==> src/rtl/pc_fetch_unit.sv <==
// ---------------------------------------------------------------------------
// pc_fetch_unit
//
// Purpose:
//   Program-counter generator for an instruction fetch stage. After reset the
//   unit spends one BOOT cycle presenting RESET_PC with pc_valid low, then
//   enters RUN where each enabled cycle advances the PC to PC+4 (sequential)
//   or PC+ImmOp (taken branch) and counts the advance in retire_count.
//
// Optional feature (macro MISALIGN_TRAP_EN):
//   defined   : a computed next PC with bits [1:0] != 00 is not loaded; the
//               unit moves to HALT, raises a sticky trap and keeps the PC of
//               the branching instruction. Only reset leaves HALT.
//   undefined : bits [1:0] of the next PC are forced to 00 and the PC is
//               loaded normally; trap and halted are constant 0 and HALT is
//               never entered.
//
// Advance semantics:
//   en is a one-sided advance qualifier (no back-pressure). In RUN, a cycle
//   with en=1 consumes PCsrc/ImmOp combinationally and the new PC appears
//   after the next rising edge. en=0 stalls: PC, count and state hold and
//   PCsrc/ImmOp are ignored. In BOOT and HALT all three inputs are ignored.
//
// Ports:
//   clk          in   clock, rising-edge active
//   rst          in   asynchronous active-high reset
//   en           in   fetch advance enable (0 = stall)
//   PCsrc        in   1 selects PC+ImmOp, 0 selects PC+4
//   ImmOp        in   [WIDTH] sign-extended branch offset
//   PC           out  [WIDTH] current fetch address
//   pc_valid     out  PC is a fetchable address this cycle (RUN only)
//   halted       out  unit is in HALT
//   trap         out  sticky misaligned-target indication
//   retire_count out  [WIDTH] number of accepted PC advances (wraps)
//   dbg_state_o  out  [2] FSM state for debug/checkers (0 BOOT,1 RUN,2 HALT)
// ---------------------------------------------------------------------------
module pc_fetch_unit #(
  parameter int unsigned          WIDTH    = 32,
  parameter logic [WIDTH-1:0]     RESET_PC = '0
) (
  input  logic             clk,
  input  logic             rst,
  input  logic             en,
  input  logic             PCsrc,
  input  logic [WIDTH-1:0] ImmOp,
  output logic [WIDTH-1:0] PC,
  output logic             pc_valid,
  output logic             halted,
  output logic             trap,
  output logic [WIDTH-1:0] retire_count,
  output logic [1:0]       dbg_state_o
);

  typedef enum logic [1:0] {
    ST_BOOT = 2'd0,
    ST_RUN  = 2'd1,
    ST_HALT = 2'd2
  } state_e;

  state_e           state_q, state_d;
  logic [WIDTH-1:0] pc_q, pc_d;
  logic [WIDTH-1:0] cnt_q, cnt_d;
  logic [WIDTH-1:0] pc_target;

  // Candidate next PC; addition wraps modulo 2^WIDTH by construction.
  assign pc_target = pc_q + (PCsrc ? ImmOp : WIDTH'(4));

`ifdef MISALIGN_TRAP_EN
  logic trap_q, trap_d;
  logic misaligned;

  assign misaligned = (pc_target[1:0] != 2'b00);
`endif

  // -------------------------------------------------------------------------
  // State register
  // -------------------------------------------------------------------------
  always_ff @(posedge clk or posedge rst) begin
    if (rst) begin
      state_q <= ST_BOOT;
      pc_q    <= RESET_PC;
      cnt_q   <= '0;
    end else begin
      state_q <= state_d;
      pc_q    <= pc_d;
      cnt_q   <= cnt_d;
    end
  end

`ifdef MISALIGN_TRAP_EN
  always_ff @(posedge clk or posedge rst) begin
    if (rst) begin
      trap_q <= 1'b0;
    end else begin
      trap_q <= trap_d;
    end
  end
`endif

  // -------------------------------------------------------------------------
  // Next-state logic
  // -------------------------------------------------------------------------
  always_comb begin
    state_d = state_q;
    pc_d    = pc_q;
    cnt_d   = cnt_q;
`ifdef MISALIGN_TRAP_EN
    trap_d  = trap_q;
`endif

    unique case (state_q)
      ST_BOOT: begin
        // Single presentation cycle of RESET_PC; inputs deliberately ignored.
        state_d = ST_RUN;
      end

      ST_RUN: begin
        if (en) begin
`ifdef MISALIGN_TRAP_EN
          if (misaligned) begin
            // Keep the branching instruction's PC and count for inspection.
            state_d = ST_HALT;
            trap_d  = 1'b1;
          end else begin
            pc_d  = pc_target;
            cnt_d = cnt_q + WIDTH'(1);
          end
`else
          // Low bits are dropped so fetch stays word aligned.
          pc_d  = pc_target & ~WIDTH'(3);
          cnt_d = cnt_q + WIDTH'(1);
`endif
        end
      end

      ST_HALT: begin
        // Terminal until reset.
        state_d = ST_HALT;
      end

      default: begin
        state_d = ST_BOOT;
      end
    endcase
  end

  // -------------------------------------------------------------------------
  // Outputs
  // -------------------------------------------------------------------------
  assign PC           = pc_q;
  assign retire_count = cnt_q;
  assign pc_valid     = (state_q == ST_RUN);
  assign dbg_state_o  = state_q;

`ifdef MISALIGN_TRAP_EN
  assign halted = (state_q == ST_HALT);
  assign trap   = trap_q;
`else
  assign halted = 1'b0;
  assign trap   = 1'b0;
`endif

endmodule

==> config.mk <==
export PLATFORM = sky130hd
export DESIGN_NAME = pc_fetch_unit
export DESIGN_NICKNAME = d
export VERILOG_FILES = /design/src/rtl/pc_fetch_unit.sv
export SDC_FILE = /design/constraint.sdc
export NUM_CORES = 1
export LEC_CHECK = 0
export CAP_MARGIN = 40
export CORE_UTILIZATION = 50
export DETAILED_ROUTE_END_ITERATION = 12
export PLACE_DENSITY = 0.8
export SYNTH_ARGS = -nofsm -noshare
export SYNTH_HDL_FRONTEND = slang
export SYNTH_SLANG_ARGS = --single-unit
==> constraint.sdc <==
create_clock -name clk -period 3 [get_ports clk]
set_input_delay 0.6 -clock clk [delete_from_list [all_inputs] [get_ports clk]]
set_output_delay 0.6 -clock clk [all_outputs]
set_load 0.005 [all_outputs]
* After elaboration in Yosys (flattened, before gate mapping)
Cells that the tools add are included.
Cells by class: $add $sub $neg 2, eq/ne operators 2, mux-type cells 2, reduce and logical (&&, ||, !) cells 2
Operator list (number):
- adder 32 x 1 -> 32 bit, second input constant | 1
- adder 32 bit | 1
- 2-to-1 mux 32 bit | 1
- case mux 2 bit (3 select lines) | 1
- equality test 2 x 1 -> 1 bit, second input constant | 1
- equality test 2 bit, second input constant | 1
- logical NOT 2 bit | 1
- AND reduction 2 bit | 1
Word-level totals: register bits after elaboration 64, output and inout bits 69, word-level logic and storage cells 11

* Logic depth before layout (Yosys ltp)
Gate-level depths: netlist of run 1.
depth after elaboration 2, depth in mapped cells 13, gate-level depth less buffers 12

* Worst setup path after synthesis of run 1
No wires, ideal clock.
kind input to register, start point input port PCsrc, end point register pc_q[22], in the netlist PC[22], arrival time 2.800 ns, slack 0.066 ns, cell stages on the path 12, path buffers 3, path through clkbuf_1 clkbuf_1 and2_1 ha_1 clkbuf_1 nand3_1 a2111oi_0 nor2_1 o211a_1 o21ai_0 xnor2_1 o21ai_0
On the way: cells in the longest elaborated chain, start to end 2
RTL lines:
- start: declaration | RTL line 44 | input logic PCsrc,
- 2-to-1 mux 32 bit | RTL line 66 | assign pc_target = pc_q + (PCsrc ? ImmOp : WIDTH'(4));
- adder 32 bit | RTL line 66
- end signal: assignment | RTL line 85 | pc_q <= pc_d;
- end: declaration | RTL line 61 | logic [WIDTH-1:0] pc_q, pc_d;
No other way between the ends. A chain may end at the register's enable or synchronous reset.

* Worst setup path after layout of run 1
start point input port ImmOp[3], end point register pc_q[26], in the netlist PC[26]
On the way: cells in the longest elaborated chain, start to end 2
RTL lines:
- start: declaration | RTL line 45 | input logic [WIDTH-1:0] ImmOp,
- 2-to-1 mux 32 bit | RTL line 66
- adder 32 bit | RTL line 66
No other way between the ends.

==> results.toml, run 1 <==
[power_and_ir_drop]
powerDensity_nw_per_um2 = 777
p_seq_share_pct = 27.4
pwr-share-clk_pct = 17.6
ir_drop_mv = 0.485
pwr-share-comb_pct = 55.1
switching_power_w = 0.00186
leakage_nw = 2.96
p_int_w = 0.00307
swShare_pct = 37.8

[critical_path]
crit_fanout = 5
cp_slowest_stage_delay_ns = 0.48
crit_required_ns = 3.21
startpoint_type = "primary input"
crit_family = "compound AO/OA/AOI/OAI gates"
crit_chain = "clkdlybuf4s50_1 -> nand2_1 -> fa_2 -> nor2b_2 -> o211ai_1 -> a2111oi_2 -> nor2_2 -> o211ai_1 -> a31oi_1 -> xor2_1 -> o21ai_1"
crit_type = "in -> reg"
slowest_stage = "clkdlybuf4s50_1"
crit_buf_inv = 1
critPathCaptureType = "flop"
cp_common_cell = "o211ai_1"
arrival_ns = 3.11

[placed_design]
dp_hpwl_um = 8540
dp_slack_ns = -0.540
dpl_cell_area_sq_um = 6030
place_congestion = 0.922
portBuffers = 98

[die]
rows = 33
dieArea_sq_um = 9150
die_y_um = 95.7
floorplan.initialDensity_pct = 52.6
io_pins = 105
die_w_um = 95.7
core_sq_um = 8340

[synthesis]
ys_seq_area_share_pct = 36.5
synth_cell_types = 54
syn_area_sq_um = 4390
syn_inst = 501
ys_seq_elements = 64
synth_area_leaders = "dfrtp_1 (36%), ha_1 (8.6%), xnor2_1 (8.2%), nand2_1 (6.7%), o21ai_0 (4.2%)"
synth.most_common_cell = "nand2_1"
syn_area_per_cell_sq_um = 8.76
yosys.area.top_type = "dfrtp_1"
synth_top_area_share_pct = 36.5
synth_common_cells = "nand2_1 (78), dfrtp_1 (64), xnor2_1 (41)"
synthArstFlopShare_pct = 100
synth_edf_count = 0
synthFlopType = "dfrtp_1"
yosys_warnings = 0

[clock_tree]
clock_latency_ns = 0.35
htree_num_levels = 3
clk_pin_slew_worst_paths_ns = 0.08
root_buffer = "clkbuf_8"
cts_buffers = 9
cts_tree = "done"
clock_sinks = 64
clock_path_buffers = 2

[timing]
timing.final.crit_share_pct = 96.6
fin_ws_ns = 0.103
hold_violations = 0
worst_pin_slew_ns = 0.591
skew_ns = 0.0107
whs_ns = 0.475
period_minus_slack_ns = 2.90
slew_headroom_pct = 60.6
drv_slew = 0
fmax_mhz = 345
setup_violations = 0

[detailed_routing]
drt_first_pass_iters = 4
drtIter0Drc = 155
avgViaCountPerCell = 5.42
wl_um = 11600
route.detailed.drc = 0
vias = 4241
wl_per_cell_um = 14.8
ant_nets = 0

[layout]
antenna_cells = 0
multi_input_area_sq_um = 2750
finish.instance_area_sq_um = 6360
layout-drive-gt1-share_pct = 17.8
final.fill_count = 598
nets = 740
register_area_sq_um = 1600
area_growth_pct = 44.9

[global_routing]
grt_pass1_vias = 4239
grt_max_degree = 65
grt_overflow_total = 0
grt_antenna_before_repair = 0
grt_pass1_wl_um = 18900
grt_use_total_pct = 26.5

[min_path]
hp-class = "reg -> reg"

[job]
cap_violations = 0

[run_status]
status = "finished, final reports clean"
[sequential cells by signal, indices dropped and copies added (netlist names)]
signal,cells
dbg_state_o,2
retire_count,32
PC,30
[layout by cell type, fill, tap and decap left out, drive strengths merged, types with 2 or more instances in the layout]
cell type and count:
a21boi 2, a21o 12, a21oi 31, a31oi 4, and2 29, and3 16, and4 2, buf 81
bufinv 2, clkbuf 9, clkdlybuf4s50 96, clkinv 2, conb 4, dfrtp 64, dlygate4sd2 2, ha 30
inv 17, mux2i 2, nand2 78, nand2b 2, nand3 17, nand3b 2, nand4 11, nor2 24
nor2b 5, nor3 5, o211ai 5, o21a 4, o21ai 40, o21bai 5, o311ai 2, o31ai 5
or2 2, xnor2 41, xor2 11
[cells by family (layout without fill, tap and decap cells)]
| family | count (synthesis) | after routing | synth area share [%] |
|---|---|---|---|
| xor gates and xnor gates | 52 | 52 | 10.4 |
| and+or+nand+nor | 196 | 196 | 23.0 |
| other | 1 | 4 | 0.0855 |
| adders and majority gates | 31 | 31 | 9.01 |
| muxes | 2 | 2 | 0.456 |
| DFF | 64 | 64 | 36.5 |
| buffers and inverters | 35 | 209 | 3.42 |
| AOI/OAI and AO/OA | 120 | 120 | 17.2 |
[area by class of cell]
cell class	count	share of cell area, %
multi-input combinational	405	43.2
sequential	64	25.2
tap	105	2.07
clock inverter	7	1.57
inverter	14	0.827
timing repair buffer	179	25.2
clock buffer	9	1.95
[final timing paths]
kind                                         end  cells after the start  slack [ns]              from
worst max-delay path                      PC[26]                     11        0.10          ImmOp[3]
worst min-delay path            retire_count[31]                      1        0.48  retire_count[31]
worst max register to register            PC[26]                     11        0.29             PC[2]
worst min register to register  retire_count[31]                      1        0.48  retire_count[31]
max in group asynchronous       retire_count[25]                      3        2.03               rst
min in group asynchronous       retire_count[18]                      3        0.66               rst
[per-stage QoR]
stage | utilization, % | instances | setup TNS [ns] | power (W)
global placement | 72.3 | 766 | -5.68 | 0.00388
global route | 76.2 | 783 | -0.00686 | 0.00528
floorplan | - | 504 | 0 | 0.00263
CTS | 75.8 | 782 | 0 | 0.00492
detailed placement | 72.3 | 766 | -6.76 | 0.00397
finish | 76.2 | 783 | 0 | 0.00494
[per-layer routing]
metal	GRT usage (%)	part of all wire, %	vias to the layer above
met1	32.0	43	2030
met2	47.1	50	118
met4	7.46	1.3	0
met3	5.98	5.4	12
met5	0	0	-
li1	-	-	2081
[what timing repair did]
item                       in CTS  in global routing
setup buffers                   0                  1
setup endpoints to repair       8                  6
gates cloned                    0                  0
pin swaps                      11                  5
resized for setup              19                  6
hold buffers                    0                  0
[power by group through the flow]
stage / clock network (W) / registers, W / logic [W]
6_report: 0.000868 / 0.00135 / 0.00272
5_1_grt: 0.000921 / 0.00138 / 0.00297
4_1_cts: 0.000885 / 0.00135 / 0.00269
3_5_place_dp: 0 / 0.00135 / 0.00262
3_3_place_gp: 0 / 0.00134 / 0.00254
2_1_floorplan: 0 / 0.00133 / 0.00130
No activity file was read; power rests on OpenSTA's default activity.
==> inputs of run 2 (changes only) <==
--- a/config.mk
+++ b/config.mk
@@ -10,3 +10,3 @@
 export DETAILED_ROUTE_END_ITERATION = 12
-export PLACE_DENSITY = 0.8
+export PLACE_DENSITY_LB_ADDON = 0.1
 export SYNTH_ARGS = -nofsm -noshare
--- a/constraint.sdc
+++ b/constraint.sdc
@@ -3,2 +3,2 @@
 set_output_delay 0.6 -clock clk [all_outputs]
-set_load 0.005 [all_outputs]
+set_load 0.01 [all_outputs]
==> run 2 against run 1 <==
Net effect:
- hold slack got worse by 0.0039 ns
- combinational power is 5% higher
- non-clock buffer count grew 6
- clock skew down 0.00075 ns
- critical endpoint is now PC[29]
==> results.toml, run 2 (synthesis gave the netlist of run 1 again) <==
[min_path]
hold_depth = 1
holdPathEnd = "retire_count[31]"
min_from = "retire_count[31]"
hp-class = "reg -> reg"

[clock_tree]
cts_buffers = 9
clock_sinks = 64
htree_num_levels = 3
clock_path_buffers = 2
clock_latency_ns = 0.35
clk_pin_slew_worst_paths_ns = 0.07
cts_tree = "done"
root_buffer = "clkbuf_8"

[detailed_routing]
ant_nets = 0
drt_first_pass_iters = 4
drtIter0Drc = 169
route.detailed.drc = 0
wl_per_cell_um = 14.7
wl_um = 11600
avgViaCountPerCell = 5.45
vias = 4301

[critical_path]
crit_chain = "dlygate4sd2_1 -> buf_6 -> and2_1 -> ha_1 -> buf_4 -> nand3_1 -> nor2_2 -> nor2_1 -> o41ai_4 -> a41oi_2 -> o311ai_2 -> xnor2_1 -> o21ai_1"
cp_slowest_stage_delay_ns = 0.34
crit_family = "compound AO/OA/AOI/OAI gates"
crit_buf_inv = 3
reg2reg_from = "PC[2]"
ff2ff_path_depth = 11
r2r-end = "PC[12]"
arrival_ns = 3.11
critPathCaptureType = "flop"
startpoint_type = "primary input"
crit_required_ns = 3.21
crit_fanout = 12
slowest_stage = "ha_1"
r2r_slack_ns = 0.35
cp.depth = 13
crit_type = "in -> reg"

[layout]
nets = 746
layout-drive-gt1-share_pct = 19.9
area_growth_pct = 45.2
final_cell_mix = "clkdlybuf4s50_1 (96), buf_4 (85), nand2_1 (78)"
mostFrequentLayoutCell = "clkdlybuf4s50_1"
largest_reg_flops = 32
finalNonFillerCells = 789
finish.instance_area_sq_um = 6370
antenna_cells = 0

[power_and_ir_drop]
switching_power_w = 0.00196
swShare_pct = 40.2
p_int_w = 0.00292
p_seq_share_pct = 27.5
pwr-share-clk_pct = 13.9
pwr-share-comb_pct = 58.6
ir_drop_mv = 0.423
powerDensity_nw_per_um2 = 765
total_power_w = 0.00487
leakage_nw = 2.95

[timing]
skew_ns = 0.00993
rsz0062_at_grt = "yes"
timing.final.crit_share_pct = 96.7
hold_violations = 0
worst_pin_slew_ns = 0.623
setup_violations = 0
fmax_mhz = 345
period_minus_slack_ns = 2.90
drv_slew = 0
slew_headroom_pct = 58.4

[placed_design]
dp_hpwl_um = 8760
place_congestion = 0.865
portBuffers = 98
placed_cells = 772
dpl_cell_area_sq_um = 6070

[global_routing]
grt_overflow_total = 0
grt_pass1_vias = 4265
grt_max_degree = 64
grt_pass1_wl_um = 19300
grt_use_total_pct = 27.3
grt_antenna_before_repair = 0

[die]
core_sq_um = 8340
rows = 33
die_w_um = 95.7
dieArea_sq_um = 9150
die_y_um = 95.7
io_pins = 105
floorplan.initialDensity_pct = 52.6

[run_status]
status = "finished, final reports clean"

[job]
cap_violations = 0
-- run 2: final cells by class --
| cell class | count | area, sq um |
|---|---|---|
| clock inverter | 7 | 47.5 |
| sequential | 64 | 1600 |
| clock buffer | 9 | 124 |
| fill | 630 | 1970 |
| inverter | 14 | 52.6 |
| timing repair buffer | 185 | 1650 |
| tap | 105 | 131 |
| multi-input combinational | 405 | 2770 |
-- run 2: power groups by stage --
| stage | sequential, W | combinational (W) | clock [W] |
|---|---|---|---|
| 2_1_floorplan | 0.00142 | 0.00130 | 0 |
| 3_3_place_gp | 0.00134 | 0.00267 | 0 |
| 3_5_place_dp | 0.00135 | 0.00274 | 0 |
| 4_1_cts | 0.00134 | 0.00282 | 0.000691 |
| 5_1_grt | 0.00137 | 0.00314 | 0.000731 |
| 6_report | 0.00134 | 0.00286 | 0.000676 |
-- run 2: how the worst max path moves through the flow --
stage	from	to	slack [ns]
2_1_floorplan	PCsrc	PC[22]	0.07
3_3_place_gp	ImmOp[2]	PC[22]	-0.48
3_5_place_dp	PCsrc	PC[31]	-0.58
4_1_cts	PCsrc	PC[31]	0.15
5_1_grt	PCsrc	PC[12]	-0.03
6_report	PCsrc	PC[29]	0.1
-- run 2: metrics by stage --
| stage | hold slack [ns] | TNS, ns | worst slack (ns) | utilization, % |
|---|---|---|---|---|
| floorplan | 0.507 | 0 | 0.0665 | - |
| global placement | 0.461 | -6.22 | -0.480 | 72.8 |
| detailed placement | 0.462 | -7.77 | -0.583 | 72.8 |
| CTS | 0.476 | 0 | 0.151 | 75.9 |
| global route | 0.504 | -0.0534 | -0.0316 | 76.4 |
| finish | 0.471 | 0 | 0.0978 | 76.4 |
-- run 2: layer usage --
metal / up-vias / track usage (%) / wire (um)
met2: 114 / 47.7 / 5850
li1: 2108 / - / -
met5: - / 0 / 0
met1: 2055 / 32.9 / 5040
met3: 24 / 5.34 / 473
met4: 0 / 10.6 / 253
-- run 2: what timing repair did --
item	CTS	global route
resized for setup	26	12
setup buffers	1	0
hold buffers	0	0
pin swaps	14	2
setup endpoints to repair	12	10
==> inputs of run 3 (changes only) <==
- CORE_ASPECT_RATIO: not set -> 1.4
==> run 3 against run 2 <==
Net effect:
- clock-buffer cell count grew 2
- hold slack lost 0.0038 ns
- sequential share of layout area shrank 0.60 points
- global-route usage grew 0.33 points
- critical path type unchanged
- fmax grew 1.0%
- wire length grew 1.9%
- register-to-register slack gained 0.07 ns
- critical path depth shrank 1
- power grew 10%
==> results.toml, run 3 (synthesis gave the netlist of run 1 again) <==
[die]
die_w_um = 81.2
core_sq_um = 8560
floorplan.initialDensity_pct = 51.3
rows = 40
io_pins = 105
dieArea_sq_um = 9160
die_y_um = 113

[clock_tree]
holdBufCountCts = 0
clock_sinks = 64
htree_num_levels = 3
cts_tree = "done"
clock_path_buffers = 2
root_buffer = "clkbuf_16"
clock_latency_ns = 0.33
clk_pin_slew_worst_paths_ns = 0.06
cts_buffers = 9

[layout]
finish.instance_area_sq_um = 6530
final_cell_mix = "clkdlybuf4s50_1 (96), buf_4 (89), nand2_1 (78)"
area_growth_pct = 48.7
layout-drive-gt1-share_pct = 19.7
antenna_cells = 0
final.fill_count = 638
mostFrequentLayoutCell = "clkdlybuf4s50_1"
multi_input_area_sq_um = 2760
nets = 749
largest_reg_flops = 32
final_util_pct = 76.2
register_area_sq_um = 1600

[detailed_routing]
ant_nets = 0
drt_first_pass_iters = 5
wl_per_cell_um = 14.9
vias = 4243
route.detailed.drc = 0
wl_um = 11800
avgViaCountPerCell = 5.36
drtIter0Drc = 184

[placed_design]
place_congestion = 0.882
portBuffers = 98
dpl_cell_area_sq_um = 6080
dp_hpwl_um = 8990

[job]
cap_violations = 0

[critical_path]
arrival_ns = 3.12
crit_fanout = 4
crit_required_ns = 3.25
startpoint_type = "primary input"
r2r-end = "PC[26]"
crit_type = "in -> reg"
r2r_slack_ns = 0.42
crit_end = "PC[31]"
crit_start = "ImmOp[13]"
critPathCaptureType = "flop"
reg2reg_from = "PC[2]"
ff2ff_path_depth = 11

[timing]
fmax_mhz = 348
setup_violations = 0
drv_slew = 0
timing.final.crit_share_pct = 95.7
skew_ns = 0.00895
period_minus_slack_ns = 2.87
worst_pin_slew_ns = 0.570
slew_headroom_pct = 62.0
hold_violations = 0

[global_routing]
grt_pass1_wl_um = 19600
grt_pass1_vias = 4328
grt_use_total_pct = 27.6
grt_max_degree = 64
grt_antenna_before_repair = 0
grt_overflow_total = 0

[power_and_ir_drop]
total_power_w = 0.00538
powerDensity_nw_per_um2 = 824
leakage_nw = 3.01
ir_drop_mv = 0.514

[min_path]
min_from = "retire_count[31]"
hp-class = "reg -> reg"

[run_status]
status = "finished, final reports clean"
-- run 3: worst min path at each step --
stage                  endpoint  depth (start not counted)
2_1_floorplan  retire_count[31]                          1
3_3_place_gp   retire_count[31]                          1
3_5_place_dp   retire_count[31]                          1
4_1_cts        retire_count[31]                          1
5_1_grt        retire_count[31]                          1
6_report       retire_count[31]                          1
-- run 3: power by group --
group	internal [W]	switching, W
logic	0.00157	0.00134
registers	0.00110	0.000250
clock network	0.000727	0.000387
-- run 3: layout make-up --
type                       count  share of cell area (%)
inverter                      14                   0.805
clock buffer                  11                    3.57
sequential                    64                    24.5
tap                          105                    2.01
multi-input combinational    405                    42.3
clock inverter                 5                    1.25
timing repair buffer         188                    25.5
-- run 3: metal layers --
metal / global-route usage [%] / up-vias / share of wire (%)
li1: - / 2111 / -
met4: 13.9 / 0 / 2.9
met1: 29.9 / 1996 / 39
met5: 0 / - / 0
met3: 4.52 / 29 / 4.2
met2: 50.4 / 107 / 54
-- run 3: metrics by stage --
| step | worst slack [ns] | hold WS (ns) | setup TNS (ns) | instances |
|---|---|---|---|---|
| after floorplan | 0.0665 | 0.507 | 0 | 504 |
| after global placement | -0.633 | 0.460 | -8.39 | 773 |
| after detailed placement | -0.652 | 0.462 | -9.66 | 773 |
| after CTS | 0.00329 | 0.473 | 0 | 791 |
| after global routing | -0.0199 | 0.497 | -0.0292 | 792 |
| final | 0.128 | 0.467 | 0 | 792 |
-- run 3: critical path: stages --
cell and delay [ns]:
clkdlybuf4s50_1 0.40, and2_1 0.16, ha_1 0.32, and2_1 0.18, buf_4 0.15, a21oi_1 0.21, a31oi_2 0.16, o31ai_2 0.24
buf_4 0.16, a41o_1 0.18, mux2i_1 0.22, xnor2_1 0.15
-- run 3: what timing repair did --
action	4_1_cts	5_1_grt
pin swaps	7	12
resized for setup	10	26
endpoints found under the setup margin	18	16
setup buffers	2	1
